[config.mk]
export PLATFORM = sky130hd
export DESIGN_NAME = mmu_arbiter
export DESIGN_NICKNAME = d
export VERILOG_FILES = /design/src/rtl/mmu_arbiter.sv
export SDC_FILE = /design/constraint.sdc
export NUM_CORES = 1
export LEC_CHECK = 0
export ABC_AREA = 1
export BUFFER_PORTS_ARGS = -buffer_cell sky130_fd_sc_hd__clkbuf_2
export CAP_MARGIN = 25
export CORE_ASPECT_RATIO = 1.4
export CORE_MARGIN = 1
export CORE_UTILIZATION = 30
export CTS_CLUSTER_DIAMETER = 80
export CTS_CLUSTER_SIZE = 14
export DETAILED_ROUTE_END_ITERATION = 7
export HOLD_SLACK_MARGIN = 0.08
export SLEW_MARGIN = 20
export SYNTH_ARGS = -nofsm -noshare
export SYNTH_HDL_FRONTEND = slang
export SYNTH_SLANG_ARGS = --single-unit
[constraint.sdc]
create_clock -name clk -period 1.3 [get_ports clk]
set_input_delay 0.065 -clock clk [delete_from_list [all_inputs] [get_ports clk]]
set_output_delay 0.065 -clock clk [all_outputs]
set_load 0.01 [all_outputs]
[src/rtl/mmu_arbiter.sv]
// mmu_arbiter: muxes instruction-fetch and load/store requests onto the single mmu port.
// Build option ARB_ROUND_ROBIN_EN: round-robin on simultaneous requests (default: dm always wins).
module mmu_arbiter #(
  parameter int ADDR_WIDTH = 32,
  parameter int DATA_WIDTH = 32
) (
  input  logic                  clk,
  input  logic                  reset_n,
  input  logic                  if_req,
  input  logic [ADDR_WIDTH-1:0] if_address,
  output logic [DATA_WIDTH-1:0] if_data,
  output logic                  if_ready,
  input  logic                  dm_req,
  input  logic                  dm_write,
  input  logic                  dm_signed,
  input  logic [1:0]            dm_width,
  input  logic [ADDR_WIDTH-1:0] dm_address,
  input  logic [DATA_WIDTH-1:0] dm_wdata,
  output logic [DATA_WIDTH-1:0] dm_rdata,
  output logic                  dm_ready,
  output logic                  write_enable,
  output logic                  read_enable,
  output logic                  mem_signed_read,
  output logic [1:0]            mem_data_width,
  output logic [ADDR_WIDTH-1:0] address,
  output logic [DATA_WIDTH-1:0] data_in,
  input  logic [DATA_WIDTH-1:0] data_out,
  input  logic                  mem_ready
);

  // Same encoding as MMU_WIDTH_WORD in the core's define.v.
  localparam logic [1:0] WIDTH_WORD = 2'b10;

  typedef enum logic [1:0] {IDLE, IF_BUSY, DM_BUSY, RELEASE} state_t;

  state_t state;
  logic   grant_if;
  logic   grant_dm;

`ifdef ARB_ROUND_ROBIN_EN
  // Set when dm holds priority for the next simultaneous request.
  logic   prio_dm;
`endif

  always_comb begin
    grant_if = 1'b0;
    grant_dm = 1'b0;
    if (state == IDLE) begin
      if (if_req && dm_req) begin
`ifdef ARB_ROUND_ROBIN_EN
        grant_dm = prio_dm;
        grant_if = !prio_dm;
`else
        grant_dm = 1'b1;
`endif
      end else begin
        grant_dm = dm_req;
        grant_if = if_req;
      end
    end
  end

  always_ff @(posedge clk or negedge reset_n) begin
    if (!reset_n) begin
      state           <= IDLE;
      if_data         <= '0;
      if_ready        <= 1'b0;
      dm_rdata        <= '0;
      dm_ready        <= 1'b0;
      write_enable    <= 1'b0;
      read_enable     <= 1'b0;
      mem_signed_read <= 1'b0;
      mem_data_width  <= '0;
      address         <= '0;
      data_in         <= '0;
`ifdef ARB_ROUND_ROBIN_EN
      prio_dm         <= 1'b1;
`endif
    end else begin
      case (state)
        IDLE: begin
          if (grant_dm) begin
            address         <= dm_address;
            data_in         <= dm_wdata;
            mem_data_width  <= dm_width;
            mem_signed_read <= dm_signed;
            write_enable    <= dm_write;
            read_enable     <= !dm_write;
            state           <= DM_BUSY;
`ifdef ARB_ROUND_ROBIN_EN
            prio_dm         <= 1'b0;
`endif
          end else if (grant_if) begin
            address         <= if_address;
            mem_data_width  <= WIDTH_WORD;
            mem_signed_read <= 1'b0;
            write_enable    <= 1'b0;
            read_enable     <= 1'b1;
            state           <= IF_BUSY;
`ifdef ARB_ROUND_ROBIN_EN
            prio_dm         <= 1'b1;
`endif
          end
        end
        IF_BUSY: begin
          if (mem_ready) begin
            if_data      <= data_out;
            if_ready     <= 1'b1;
            read_enable  <= 1'b0;
            write_enable <= 1'b0;
            state        <= RELEASE;
          end
        end
        DM_BUSY: begin
          if (mem_ready) begin
            // read_enable still carries the latched direction: only loads update dm_rdata.
            if (read_enable) begin
              dm_rdata <= data_out;
            end
            dm_ready     <= 1'b1;
            read_enable  <= 1'b0;
            write_enable <= 1'b0;
            state        <= RELEASE;
          end
        end
        RELEASE: begin
          if_ready <= 1'b0;
          dm_ready <= 1'b0;
          state    <= IDLE;
        end
        default: begin
          state <= IDLE;
        end
      endcase
    end
  end

endmodule

==> results of run 1 <==
==> metrics by stage <==
stage	area, um2	power [uW]
after floorplan	5530	11500
after global placement	7350	15000
after detailed placement	7350	15200
after CTS	9610	21200
after global routing	10200	24600
final	10200	23000
==> worst min-delay path by stage <==
stage / from / slack [ns] / end / cells after the start
after detailed placement: reset_n / 0.02 / if_data[24] / 1
after CTS: mem_ready / 0.08 / if_ready / 5
after floorplan: reset_n / -0.23 / address[0] / 0
after global routing: reset_n / 0.17 / if_data[24] / 2
final: mem_ready / 0.13 / if_ready / 6
after global placement: reset_n / 0.03 / if_data[24] / 1
==> registers in the layout, indices dropped and copies added, names as in the netlist, 2 cells and up <==
| signal | count |
|---|---|
| mem_data_width | 2 |
| if_data | 32 |
| data_in | 32 |
| state | 2 |
| address | 32 |
| dm_rdata | 32 |
==> worst max-delay path, stage by stage (launching register included) <==
cell     delay, ns
dfrtp_1       0.39
inv_2         0.10
ha_4          0.19
nand2_8       0.11
nand2_8       0.17
inv_12        0.07
buf_12        0.15
nand2_2       0.08
o21ai_2       0.06
==> power by group through the flow <==
stage,logic (uW),clock network (uW),registers [uW]
after floorplan,3250,0,8210
after global placement,7630,0,7350
after detailed placement,7810,0,7370
after CTS,9220,4640,7380
after global routing,11900,4820,7860
final,10900,4510,7630
==> per-layer routing <==
layer / wire (um) / vias up
met1: 7850 / 2795
met2: 10700 / 237
met4: 906 / 0
met3: 937 / 73
li1: - / 2825
met5: 0 / -
==> cells by family (layout without fill, tap and decap cells) <==
family | count (synthesis) | after routing | share of synthesized area
adder cells (fa/ha/maj) | 4 | 4 | 0.00911
flip-flops | 137 | 137 | 0.624
AND/OR/NAND/NOR | 257 | 257 | 0.180
buffers and inverters | 79 | 536 | 0.0640
AO/OA/AOI/OAI | 135 | 135 | 0.124
==> layout by cell type, fill, tap and decap left out, types with 2 or more instances in the layout <==
| cell type | count |
|---|---|
| dlygate4sd3_1 | 133 |
| dfrtp_1 | 137 |
| buf_4 | 17 |
| nand2_2 | 47 |
| nor2_1 | 35 |
| o21ai_2 | 23 |
| clkinv_2 | 3 |
| o21ai_1 | 50 |
| clkinvlp_4 | 4 |
| buf_8 | 5 |
| o21ai_0 | 59 |
| inv_1 | 39 |
| ha_4 | 2 |
| nand2_1 | 145 |
| nand3_1 | 4 |
| nand2_4 | 21 |
| clkinv_4 | 2 |
| buf_12 | 10 |
| clkbuf_2 | 270 |
| buf_6 | 9 |
| inv_2 | 5 |
| clkbuf_16 | 26 |
| buf_16 | 7 |
| nand2_8 | 3 |
| ha_2 | 2 |
==> area by class of cell <==
type                    instances  area, um2
clock buffers                  19        443
clock inverters                11        101
fillers                      1516       7680
inverters                      46        198
multi-input cells             396       2170
flip-flops and latches        137       3430
well taps                     240        300
repair buffers                460       3600
==> repair_timing <==
item	in CTS	in global routing
hold buffers	133	0
pin swaps	8	23
setup buffers	4	6
setup endpoints to repair	134	117
endpoints found under the hold margin	270	0
resized for setup	52	123
cloned	7	10
==> impl_metrics.py, run 1 <==
metrics = {
    "timing": {
        "drv_slew": 0,
        "final.setup_skew_ns": 0.0113,
        "rsz0062_at_grt": "yes",
        "setup-tns-final_ns": -8.50,
        "hold_viol": 0,
        "worstMarginPinSlew_ns": 0.440,
        "min_period_ns": 1.45,
        "setup_viol": 120,
        "whs_ns": 0.134,
        "setup_ws_ns": -0.148,
        "slew_headroom": 0.707,
        "post-route-period-util": 1.11,
        "timing.fmax_ghz": 0.691,
    },
    "route": {
        "drc": 0,
        "avgViaCountPerCell": 4.53,
        "routed_wl_um": 20400,
        "vias": 5930,
        "wl_per_cell_um": 15.6,
        "postRouteAntennaNets": 0,
        "drt_first_iter_violations": 273,
        "first_pass_iters": 4,
    },
    "yosys": {
        "syn_area_mm2": 0.00550,
        "ys_warn_count": 0,
        "synth_nets": 753,
        "synth.avg_cell_area_um2": 8.98,
        "synth_top_cells_by_count": "213 x nand2_1, 137 x dfrtp_1, 72 x o21ai_0",
        "synth_top_area_frac": 0.624,
        "ys_top_cells_by_area": "dfrtp_1 62%, nand2_1 15%, o21ai_0 6.6%",
        "synth_ff_type": "dfrtp_1",
        "synth_cell_type_count": 18,
        "synth.yosys.seq_area_share": 0.624,
        "synthCells": 612,
        "ys_ff_latch": 137,
        "synth.most_common_cell": "nand2_1",
        "async_flop_share": 1.00,
        "synth_top_cell_by_area": "dfrtp_1",
        "synth_edf_count": 0,
    },
    "critical_path": {
        "r2r_setup_slack_ns": -0.15,
        "rr_startpoint": "state[0]",
        "crit_fanout": 10,
        "crit_end": "address[30]",
        "crit_path_start": "state[0]",
        "reg2reg_depth": 8,
        "r2r-end": "address[30]",
        "worstSetupStartpointType": "flop",
        "critPathKind": "reg2reg",
        "required_ns": 1.60,
        "cp-end-kind": "flop",
        "cp_data_arrival_time_ns": 1.75,
    },
    "floorplanning": {
        "rows": 58,
        "initial_core_util": 0.307,
        "pin_count": 272,
        "die_h_um": 162,
        "core-area_mm2": 0.0179,
        "dieArea_mm2": 0.0189,
        "dieWidth_um": 116,
    },
    "outcome": {
        "status": "complete, but fails checks",
        "failed_checks": "setup timing",
    },
    "global_route": {
        "antenna_found_initial": 0,
        "met3_usage": 0.0440,
        "track_usage": 0.202,
        "use_met2": 0.350,
        "top_usage_layer": "met2",
        "grt-ovfl-total": 0,
        "grt_max_degree": 42,
        "grt_pass1_vias": 6048,
        "grt_pass1_wl_um": 29100,
        "gr-usage-met1": 0.217,
    },
    "cells_and_area": {
        "diodes": 0,
        "syn_to_final_growth_pct": 86.4,
        "drive_above_1_share": 0.435,
        "finalNonFillerCells": 1309,
        "utilization": 0.572,
        "fin_nets": 1199,
    },
    "cts": {
        "clock-root-buffer": "clkbuf_16",
        "clk_pin_slew_worst_paths_ns": 0.06,
        "clockBufferDepth": 2,
        "cts_made_buffers": 17,
        "h-tree-depth": 4,
        "cts_tree": "built",
        "clkSinkCount": 137,
        "clk_latency_ns": 0.41,
    },
    "pwr": {
        "p_leak_uw": 0.00536,
        "p_per_area_mw_per_mm2": 2240,
        "p_int_uw": 14100,
        "p_seq_frac": 0.332,
        "comb_power_share": 0.473,
        "sw_frac_of_total": 0.388,
        "p_sw_uw": 8930,
        "clockPowerShare": 0.196,
        "vdd_drop_max_v": 0.00133,
    },
    "placement": {
        "place.gp.congestion": 0.829,
        "port-buffer-count": 271,
        "dp.final_hpwl_um": 11300,
        "dp_cells": 1120,
        "place_ws_ns": -0.177,
    },
    "job": {
        "drv_cap": 0,
    },
    "worst_hold_path": {
        "hold_path_class": "in2reg",
    },
}
Note: power is estimated with default switching activity, not from simulation.
==> run 2: changes to the inputs <==
- CORE_MARGIN: 1 -> 2
==> run 2 against run 1 <==
  * Hold slack got worse by 0.032 ns
  * Critical path depth increased by 1
  * Utilization decreased by 0.46 points
  * The run still ends with setup timing left
  * Largest power group unchanged
  * Critical path type unchanged
  * Via count decreased by 0.35%
  * Flip-flop and latch count unchanged
==> impl_metrics.py, run 2 (synthesis gave the netlist of run 1 again) <==
metrics = {
    "outcome": {
        "status": "complete, but fails checks",
        "failed_checks": "setup timing",
    },
    "global_route": {
        "grt_pass1_vias": 5937,
        "grt_pass1_wl_um": 29900,
        "grt-ovfl-total": 0,
        "track_usage": 0.195,
        "grt_max_degree": 53,
        "antenna_found_initial": 0,
    },
    "cts": {
        "h-tree-depth": 4,
        "clk_pin_slew_worst_paths_ns": 0.06,
        "clockBufferDepth": 2,
        "clkSinkCount": 137,
        "cts_made_buffers": 17,
        "clk_latency_ns": 0.42,
        "clock-root-buffer": "clkbuf_16",
        "cts_tree": "built",
    },
    "worst_hold_path": {
        "hold_path_class": "in2reg",
        "hp-start": "mem_ready",
    },
    "cells_and_area": {
        "fin_nets": 1197,
        "syn_to_final_growth_pct": 85.7,
        "diodes": 0,
        "finalNonFillerCells": 1309,
        "final_common_cell": "clkbuf_2",
        "final_cell_mix": "270 x clkbuf_2, 166 x nand2_1, 136 x dfrtp_1",
        "fillers": 1566,
        "utilization": 0.567,
        "drive_above_1_share": 0.408,
    },
    "placement": {
        "dp_cells": 1118,
        "port-buffer-count": 271,
        "dp.final_hpwl_um": 11500,
        "place.gp.congestion": 0.772,
    },
    "route": {
        "routed_wl_um": 20400,
        "wl_met2_um": 10900,
        "wl_per_cell_um": 15.6,
        "met1_length_um": 7800,
        "drt_first_iter_violations": 364,
        "vias": 5909,
        "dr_wl_met3_um": 1160,
        "first_pass_iters": 4,
        "postRouteAntennaNets": 0,
        "drc": 0,
        "top_layer_used": "met4",
        "avgViaCountPerCell": 4.51,
    },
    "critical_path": {
        "crit_fanout": 10,
        "cpPeakStageDelay_ns": 0.39,
        "cp_cell_sequence": "inv_2 -> buf_6 -> ha_4 -> nand2_8 -> nand2_8 -> inv_8 -> buf_12 -> nand2_1 -> o21ai_1",
        "crit_path_start": "state[0]",
        "cp-end-kind": "flop",
        "crit_top_cell": "nand2_8",
        "cp_slowest_cell": "dfrtp_1",
        "cp_data_arrival_time_ns": 1.72,
        "rr_startpoint": "state[0]",
        "worstSetupStartpointType": "flop",
        "required_ns": 1.59,
        "critPathKind": "reg2reg",
    },
    "floorplanning": {
        "initial_core_util": 0.305,
        "dieWidth_um": 118,
        "core-area_mm2": 0.0180,
        "pin_count": 272,
        "die_h_um": 164,
        "dieArea_mm2": 0.0194,
        "rows": 58,
    },
    "pwr": {
        "power_uw": 22500,
        "p_seq_frac": 0.330,
        "clockPowerShare": 0.219,
        "vdd_drop_max_v": 0.000924,
        "p_per_area_mw_per_mm2": 2200,
        "sw_frac_of_total": 0.380,
        "p_leak_uw": 0.00539,
        "comb_power_share": 0.451,
        "p_int_uw": 13900,
        "p_sw_uw": 8550,
    },
    "timing": {
        "slew_headroom": 0.744,
        "worstMarginPinSlew_ns": 0.384,
        "timing.fmax_ghz": 0.700,
        "setup_viol": 103,
        "setup-tns-final_ns": -9.48,
        "rsz0062_at_grt": "yes",
        "min_period_ns": 1.43,
        "drv_slew": 0,
        "setup_ws_ns": -0.128,
        "whs_ns": 0.102,
        "hold_viol": 0,
        "post-route-period-util": 1.10,
        "final.setup_skew_ns": 0.00616,
    },
    "job": {
        "drv_cap": 0,
    },
}
==> run 2: changes by cell type in the layout (fill, tap and decap cells not counted), sizes merged <==
| cell | before | now |
|---|---|---|
| clkinvlp | 4 | 3 |
| buf | 48 | 42 |
| clkbuf | 298 | 299 |
| inv | 46 | 49 |
| bufinv | 1 | 2 |
| dlygate4sd3 | 133 | 134 |
| nand2 | 216 | 217 |
==> run 2: per-stage QoR <==
step | instance area, um2 | setup WS, ns
finish | 10200 | -0.128
global route | 10200 | -0.200
CTS | 9640 | -0.110
detailed placement | 7350 | -0.233
global placement | 7350 | -0.183
floorplan | 5530 | -0.0151
==> run 2: routing by layer <==
metal | global-route usage | vias up
li1 | - | 2846
met4 | 0.0882 | 0
met5 | 0 | -
met3 | 0.0490 | 47
met2 | 0.342 | 253
met1 | 0.225 | 2763
==> run 2: power by group through the flow <==
stage	logic, uW	clock network, uW	registers (uW)
after floorplan	3250	0	8210
after global placement	7660	0	7370
after detailed placement	7810	0	7360
after CTS	8960	5060	7340
after global routing	11100	5250	7660
final	10100	4910	7420
==> run 2: what timing repair did <==
item,CTS,global route
gates resized for setup,49,102
setup endpoints to repair,129,135
setup buffers,4,0
pin swaps,3,16
cloned,6,15
endpoints found under the hold margin,272,0
hold buffers,134,0
==> run 2: area by class of cell <==
type,count,area (um2),share of cell area
clock buffer,18,439,0.0430
clock inverter,14,164,0.0161
inverter,46,198,0.0194
multi-input combinational,397,2060,0.202
sequential,137,3430,0.336
tap,240,300,0.0294
timing repair buffer,457,3610,0.354
==> run 2: worst paths after layout <==
check / to / slack (ns) / cells after the start
setup / recovery: address[23] / -0.13 / 9
min in group asynchronous: dm_rdata[1] / 0.13 / 2
hold reg to reg: mem_data_width[0] / 0.47 / 2
setup reg to reg: address[23] / -0.13 / 9
hold / removal: if_ready / 0.10 / 5
max in group asynchronous: address[9] / 0.65 / 3
==> run 2: worst max-delay path: cells and delay by family (launching register included) <==
| kind | cells | cell delay, ns |
|---|---|---|
| buffers and inverters | 4 | 0.36 |
| AND/OR/NAND/NOR | 3 | 0.30 |
| adder cells (fa/ha/maj) | 1 | 0.18 |
| flip-flops | 1 | 0.39 |
| AO/OA/AOI/OAI | 1 | 0.07 |
